`src/rtl/iter_divider_pkg.sv`:
```
// Shared types and helpers for the iterative radix-2 restoring divider.
package iter_divider_pkg;

  typedef enum logic [1:0] {
    IDLE = 2'd0,
    BUSY = 2'd1,
    DONE = 2'd2
  } div_state_t;

  localparam int unsigned MAX_WIDTH = 64;
  localparam logic [MAX_WIDTH-1:0] DIV0_QUOTIENT = '1;

  typedef struct packed {
    logic div0;
    logic ovf;
  } special_t;

  // Operands arrive zero-extended to MAX_WIDTH; only the low 'width' bits matter.
  function automatic special_t special_case(input logic [MAX_WIDTH-1:0] z,
                                            input logic [MAX_WIDTH-1:0] d,
                                            input logic                 sgn,
                                            input int unsigned          width);
    logic [MAX_WIDTH-1:0] mask;
    logic [MAX_WIDTH-1:0] min_neg;
    special_t             f;
    mask    = (width >= MAX_WIDTH) ? '1 : ((MAX_WIDTH'(1) << width) - MAX_WIDTH'(1));
    min_neg = MAX_WIDTH'(1) << (width - 1);
    f.div0  = ((d & mask) == '0);
    f.ovf   = sgn && ((z & mask) == min_neg) && ((d & mask) == mask);
    return f;
  endfunction

endpackage

```
`src/rtl/iter_divider_step.sv`:
```
// One combinational restoring-division iteration: shift in a dividend bit, trial-subtract |d|.
module div_restoring_step #(
  parameter int unsigned WIDTH = 32
) (
  input  logic [WIDTH:0]   rem,
  input  logic             bit_in,
  input  logic [WIDTH-1:0] dmag,
  output logic [WIDTH:0]   rem_next,
  output logic             q_bit
);

  logic [WIDTH:0]   shifted;
  logic [WIDTH+1:0] diff;

  // One extra guard bit so the borrow of the trial subtract is visible.
  always_comb begin
    shifted  = {rem[WIDTH-1:0], bit_in};
    diff     = {1'b0, shifted} - {2'b00, dmag};
    q_bit    = ~diff[WIDTH+1];
    rem_next = q_bit ? diff[WIDTH:0] : shifted;
  end

endmodule

```
`src/rtl/iter_divider.sv`:
```
// Multi-cycle signed/unsigned integer divider with request and result valid/ready handshakes.
module iter_divider
  import iter_divider_pkg::*;
#(
  parameter int unsigned WIDTH = 32
) (
  input  logic             clk,
  input  logic             rst,
  input  logic             flush_i,
  input  logic             div_valid_i,
  output logic             div_ready_o,
  input  logic             div_signed_i,
  input  logic [WIDTH-1:0] z_i,
  input  logic [WIDTH-1:0] d_i,
  output logic             res_valid_o,
  input  logic             res_ready_i,
  output logic [WIDTH-1:0] q_o,
  output logic [WIDTH-1:0] s_o
);

  localparam int unsigned CW = $clog2(WIDTH);

  div_state_t       state, state_next;
  logic [CW-1:0]    cnt;
  logic [WIDTH:0]   rem, rem_next;
  logic [WIDTH-1:0] zq, dmag;
  logic [WIDTH-1:0] zmag, dmag_in;
  logic [WIDTH-1:0] q_final, r_final;
  logic             qsign, rsign, q_bit;
  logic             accept, last;
  special_t         spec;

  assign accept  = div_valid_i & div_ready_o;
  assign last    = (cnt == CW'(WIDTH-1));
  assign spec    = special_case(MAX_WIDTH'(z_i), MAX_WIDTH'(d_i), div_signed_i, WIDTH);
  assign zmag    = (div_signed_i & z_i[WIDTH-1]) ? -z_i : z_i;
  assign dmag_in = (div_signed_i & d_i[WIDTH-1]) ? -d_i : d_i;

  // zq shifts dividend bits out of the MSB while quotient bits enter at the LSB.
  div_restoring_step #(.WIDTH(WIDTH)) u_step (
    .rem      (rem),
    .bit_in   (zq[WIDTH-1]),
    .dmag     (dmag),
    .rem_next (rem_next),
    .q_bit    (q_bit)
  );

  assign q_final = {zq[WIDTH-2:0], q_bit};
  assign r_final = rem_next[WIDTH-1:0];

  always_ff @(posedge clk) begin
    if (rst) state <= IDLE;
    else     state <= state_next;
  end

  always_comb begin
    state_next  = state;
    div_ready_o = (state == IDLE);
    res_valid_o = (state == DONE);
    unique case (state)
      IDLE:    if (accept) state_next = (spec.div0 | spec.ovf) ? DONE : BUSY;
      BUSY:    if (last) state_next = DONE;
      DONE:    if (res_ready_i) state_next = IDLE;
      default: state_next = IDLE;
    endcase
    if (flush_i) state_next = IDLE;
  end

  always_ff @(posedge clk) begin
    if (rst) begin
      cnt   <= '0;
      rem   <= '0;
      zq    <= '0;
      dmag  <= '0;
      qsign <= 1'b0;
      rsign <= 1'b0;
      q_o   <= '0;
      s_o   <= '0;
    end else if (flush_i) begin
      cnt <= '0;
    end else begin
      unique case (state)
        IDLE: if (accept) begin
          if (spec.div0) begin
            q_o <= DIV0_QUOTIENT[WIDTH-1:0];
            s_o <= z_i;
          end else if (spec.ovf) begin
            q_o <= z_i;
            s_o <= '0;
          end else begin
            rem   <= '0;
            zq    <= zmag;
            dmag  <= dmag_in;
            qsign <= div_signed_i & (z_i[WIDTH-1] ^ d_i[WIDTH-1]);
            rsign <= div_signed_i & z_i[WIDTH-1];
            cnt   <= '0;
          end
        end
        BUSY: begin
          rem <= rem_next;
          zq  <= q_final;
          cnt <= cnt + 1'b1;
          if (last) begin
            q_o <= qsign ? -q_final : q_final;
            s_o <= rsign ? -r_final : r_final;
          end
        end
        default: ;
      endcase
    end
  end

endmodule
```
`config.mk`:
```
export PLATFORM = sky130hd
export DESIGN_NAME = iter_divider
export DESIGN_NICKNAME = d
export VERILOG_FILES = /design/src/rtl/iter_divider_pkg.sv /design/src/rtl/iter_divider_step.sv /design/src/rtl/iter_divider.sv
export SDC_FILE = /design/constraint.sdc
export NUM_CORES = 1
export LEC_CHECK = 0
export ABC_AREA = 1
export ABC_CLOCK_PERIOD_IN_PS = 7700
export CAP_MARGIN = 20
export CORE_MARGIN = 3
export CORE_UTILIZATION = 45
export DETAILED_ROUTE_END_ITERATION = 10
export PLACE_DENSITY = 0.66
export SYNTH_ARGS = -nofsm -noshare
export SYNTH_HDL_FRONTEND = slang
export SYNTH_HIERARCHICAL = 1
export SYNTH_SLANG_ARGS = --single-unit
```
`constraint.sdc`:
```
create_clock -name clk -period 7.7 [get_ports clk]
set_input_delay 1.155 -clock clk [delete_from_list [all_inputs] [get_ports clk]]
set_output_delay 1.155 -clock clk [all_outputs]
set_load 0.02 [all_outputs]
```
==> results of run 1 <==
metrics by stage:
step                      total power [mW]  hold WS [ns]
final                                 3.34         0.489
after detailed placement              2.38         0.473
after global placement                2.37         0.466
after global routing                  3.56         0.513
after floorplan                       1.99         0.452
after CTS                             3.32         0.489
critical path: cells and delay by family:
kind                       cells  cell delay, ns
and+or+nand+nor                7            2.34
adders and majority gates      1            0.26
buffers and inverters          3            1.21
layout make-up:
cell class / count / area (um2)
tap: 448 / 561
sequential: 169 / 3380
clock buffer: 20 / 457
fill: 3683 / 16300
timing repair buffer: 145 / 1440
inverter: 375 / 1410
multi-input combinational: 2240 / 10200
clock inverter: 12 / 161
final timing paths:
path | start | endpoint | slack, ns | cells past startpoint
max | d_i[0] | s_o[15]$_SDFFE_PP0P_ | 3.02 | 11
min | q_o[0]$_SDFFE_PP0P_ | q_o[0]$_SDFFE_PP0P_ | 0.49 | 2
max reg2reg | dmag[18]$_SDFFE_PP0P_ | s_o[27]$_SDFFE_PP0P_ | 3.22 | 22
min reg2reg | q_o[0]$_SDFFE_PP0P_ | q_o[0]$_SDFFE_PP0P_ | 0.49 | 2
power groups by stage:
stage                     Combinational (mW)  Clock [mW]  Sequential [mW]
after CTS                               1.39       0.955            0.975
after detailed placement                1.38           0            0.995
after global placement                  1.38           0            0.993
after global routing                    1.59       0.986            0.981
final                                   1.42       0.945            0.976
after floorplan                         1.00           0            0.987
sequential cells by signal, summed over array words and instances, names as in the netlist, 2 cells and up:
signal	cells
state	2
cnt	5
s_o	32
rem	32
dmag	32
zq	32
q_o	32
routing by layer:
metal | vias to the layer above | part of all wire | global-route usage
met4 | 4 | 0.036 | 0.117
met5 | - | 0.00045 | 0
met3 | 127 | 0.080 | 0.0482
met1 | 8101 | 0.46 | 0.431
li1 | 9092 | - | -
met2 | 772 | 0.42 | 0.454
==> run metrics, run 1 <==
status=complete, no violations; Post-CTS Resized=0; via count=18100; switching share of power=0.435; post-DP HPWL=42200 um; Place WS=2.59 ns; worst relative slew slack=0.262; Final Max Tran Viols=0; Post-DRT Antenna Nets=0; proportion of layout cells with a drive suffix above 1=0.0358; Tcrit/Tclk final=0.608; final non-filler cell total=3409; Hold Path Class=reg2reg; CP arrival=5.02 ns; RSZ-0062 raised after global routing=no; setup_tns=0 ns; CP max stage delay=0.98 ns; Comb pwr share=0.426; Ys Warns=6; final setup fails=0; WL/cell=16.5 um; Layout Skew=0.0182 ns; diode count=0; Die Wd=192 um; I/O pin count=136; CTS tree=built; power density cells=190 nW/um2; Seq pwr share=0.292; DRC viols=0; clock share of power=0.283; CTS clk-pin slew, worst paths=0.07 ns; Setup crit start kind=primary input; clk_lat worst skew=0.46 ns; Core Util, Final=0.519; final global-route overflow total=0; die area=36900 um2; WL final=56100 um; CTS Buf Count=17; Pleak=8.73 nW; Vias/cell=5.31; cell area after synthesis=15600 um2; Post-CTS Hold Fix Bufs=0; iteration count of the initial detailed-routing pass=6; final worst slack=3.02 ns; initial drt markers=1774; setup bufs post-CTS=0; Cell Int Power=1.89 mW; max cap viols=0; initial antenna violation count=2; Area after DPL=17000 um2; number of clock sinks=169; commonest non-fill, non-tap cells in the layout=950 x nand2_1, 556 x nor2_1, 367 x inv_1; Max clock buf depth=2; Synth Instances=2897; port bufs=135; pin count of the biggest net entering global routing=109; die height=192 um; Placed Cells=3376; fin area=17600 um2; final worst path period need=4.68 ns; Required @ worst endpoint=8.04 ns; worst-margin pin slew=1.11 ns; P_sw=1.45 mW; Initial Utilization=0.461; net count after synthesis=3007; H-tree level count=4; Fmax=214 MHz; Nets=3058; CP cell instances=clkdlybuf4s50_1 > inv_1 > ha_1 > nand3_2 > nor3_2 > nand4_2 > nand3_4 > nand2_2 > clkinv_2 > nor2_1 > nor2_1; maximum vdd drop=0.177 mV; vias in the first global route=16400; core area=33900 um2; area delta synth->final=12.8%; Critical Path Most Common Cell=nor2_1; Final Hold Vio Count=0; first-pass GRT wire length=88100 um; most common cell after layout, fill and taps aside=nand2_1; crit-path max FO=50; Crit Path Category=in2reg; CTS root buf=clkbuf_16; # rows=67; kind of end point of the critical path=flop; Worst path slowest cell=nand2_2; Routability Congestion=0.966; gr usage total=0.302; Avg Inst Size Synth=5.39 um2
(Power assumes the default switching activity.)
==> run 2: changes to the inputs <==
ABC_CLOCK_PERIOD_IN_PS = 4520   (was 7700)
clock period = 4.52 ns   (was 7.7 ns; I/O delays follow)
==> run 2 against run 1 <==
Net effect:
- final cell count increased by 0.47%
- sequential power increased by 70%
- die area unchanged
- clock skew decreased by 0.0076 ns
- combinational power increased by 76%
- critical path type is now reg2reg
- largest cell class unchanged
==> run metrics, run 2 (synthesized netlist as in run 1, its figures left out) <==
status=complete, no violations; Setup crit start kind=flop; via count=18200 (+0.57%); Nets=3073 (+0.49%); worst-margin pin slew=1.07 ns (-0.0363 ns); most common cell after layout, fill and taps aside=nand2_1; RSZ-0062 raised after global routing=no; Post-DRT Antenna Nets=0 (unchanged); proportion of layout cells with a drive suffix above 1=0.0413 (+0.00553); CTS clk-pin slew, worst paths=0.07 ns (about the same); CTS tree=built; Place WS=0.544 ns (-2.05 ns); final global-route overflow total=0 (unchanged); die height=192 um (unchanged); final setup fails=0 (unchanged); WL final=58900 um (+5.0%); Area after DPL=17100 um2 (+0.86%); initial antenna violation count=2 (unchanged); Fmax=249 MHz; Hold Path Class=reg2reg; pin count of the biggest net entering global routing=105 (-3.7%); Post-CTS Resized=0 (unchanged); number of clock sinks=169 (unchanged); crit-path max FO=34 (-32%); first-pass GRT wire length=91200 um (+3.5%); Required @ worst endpoint=4.87 ns (-3.17 ns); Initial Utilization=0.461 (unchanged); Final Hold Vio Count=0 (unchanged); met3 usage=0.0566 (+0.00840); port bufs=135 (unchanged); area delta synth->final=13.6%; worst relative slew slack=0.287 (+0.0250); final-layout fill cell count=3722 (+1.1%); vias in the first global route=16600 (+1.1%); final worst slack=0.498 ns (-2.52 ns); GRT met1 Usage=0.441 (+0.00977); Die Wd=192 um (unchanged); setup bufs post-CTS=0 (unchanged); power density cells=325 nW/um2 (+71%); # rows=67 (unchanged); Post-CTS Hold Fix Bufs=0 (unchanged); Tcrit/Tclk final=0.890; Pleak=8.81 nW (+0.93%); final worst path period need=4.02 ns; Routability Congestion=0.982 (+1.7%); H-tree level count=4 (unchanged); CTS Buf Count=17 (unchanged); Vias/cell=5.31 (+0.10%); commonest non-fill, non-tap cells in the layout=950 x nand2_1, 555 x nor2_1, 367 x inv_1; core area=33900 um2 (unchanged); iteration count of the initial detailed-routing pass=6 (unchanged); fin area=17700 um2 (+0.76%); WL/cell=17.2 um (+4.5%); CP arrival=4.37 ns (-0.65 ns); kind of end point of the critical path=flop; Layout Skew=0.0106 ns (-0.00758 ns); I/O pin count=136 (unchanged); DRC viols=0 (unchanged); clk_lat worst skew=0.45 ns (about the same); gr usage total=0.316 (+0.0143); maximum vdd drop=0.319 mV (+81%); PnR Total Power=5.75 mW (+72%); Final Max Tran Viols=0 (unchanged); Crit Path Category=reg2reg; post-DP HPWL=45400 um (+7.6%); Multi-input gate area=10200 um2 (about the same); FF/Latch Area=3380 um2 (unchanged); setup_tns=0 ns (unchanged); global-route track usage on met2=0.487 (+0.0327); max cap viols=0 (unchanged); initial drt markers=1821 (+2.6%); die area=36900 um2 (unchanged); Max clock buf depth=2 (unchanged); busiest grt layer=met2; CTS root buf=clkbuf_16
run 2: final cells by class:
type                       count  share of cell area
antenna                        1            0.000141
clock buffer                  19              0.0256
clock inverter                13             0.00953
inverter                     375              0.0796
multi-input combinational   2240               0.574
sequential                   169               0.191
tap                          448              0.0316
timing repair buffer         160              0.0882
run 2: power by group:
group / switching, mW / internal, mW
logic: 1.75 / 0.749
registers: 0.0798 / 1.58
clock network: 0.694 / 0.905
total: 2.52 / 3.23
run 2: metrics by stage:
stage / hold slack (ns) / utilization / instances
floorplan: 0.452 / - / 2897
global placement: 0.466 / 0.505 / 3392
detailed placement: 0.475 / 0.505 / 3392
CTS: 0.487 / 0.523 / 3424
global route: 0.519 / 0.523 / 3424
finish: 0.481 / 0.523 / 3425
run 2: final timing paths:
kind | slack [ns] | cells past startpoint | from | endpoint
setup / recovery | 0.50 | 26 | dmag[7]$_SDFFE_PP0P_ | s_o[19]$_SDFFE_PP0P_
hold / removal | 0.48 | 2 | s_o[2]$_SDFFE_PP0P_ | s_o[2]$_SDFFE_PP0P_
setup reg to reg | 0.50 | 26 | dmag[7]$_SDFFE_PP0P_ | s_o[19]$_SDFFE_PP0P_
hold reg to reg | 0.48 | 2 | s_o[2]$_SDFFE_PP0P_ | s_o[2]$_SDFFE_PP0P_
run 2: metal layers:
layer	routed length (um)	vias up
met5	0	-
met1	26800	8294
met3	4940	93
met2	25200	706
li1	-	9107
met4	1960	0
run 2: critical path, stage by stage, from the launching register on:
cell and delay (ns):
dfxtp_1 0.34, inv_1 0.05, ha_1 0.32, nand2_1 0.14, inv_2 0.05, nand2_1 0.06, nand2_1 0.07, inv_1 0.07
nand3_2 0.12, nand2_2 0.10, nand2_2 0.07, nand2_4 0.35, nand2_8 0.27, nand2_1 0.14, nand2_1 0.15, nor2_1 0.27
nand2_1 0.09, nor2_1 0.28, nand2_1 0.18, nand2_1 0.21, nand2_1 0.08, nand2_1 0.06, nand2_1 0.08, nor2_1 0.14
nand3_1 0.09, nand2_1 0.09, nor2_1 0.05
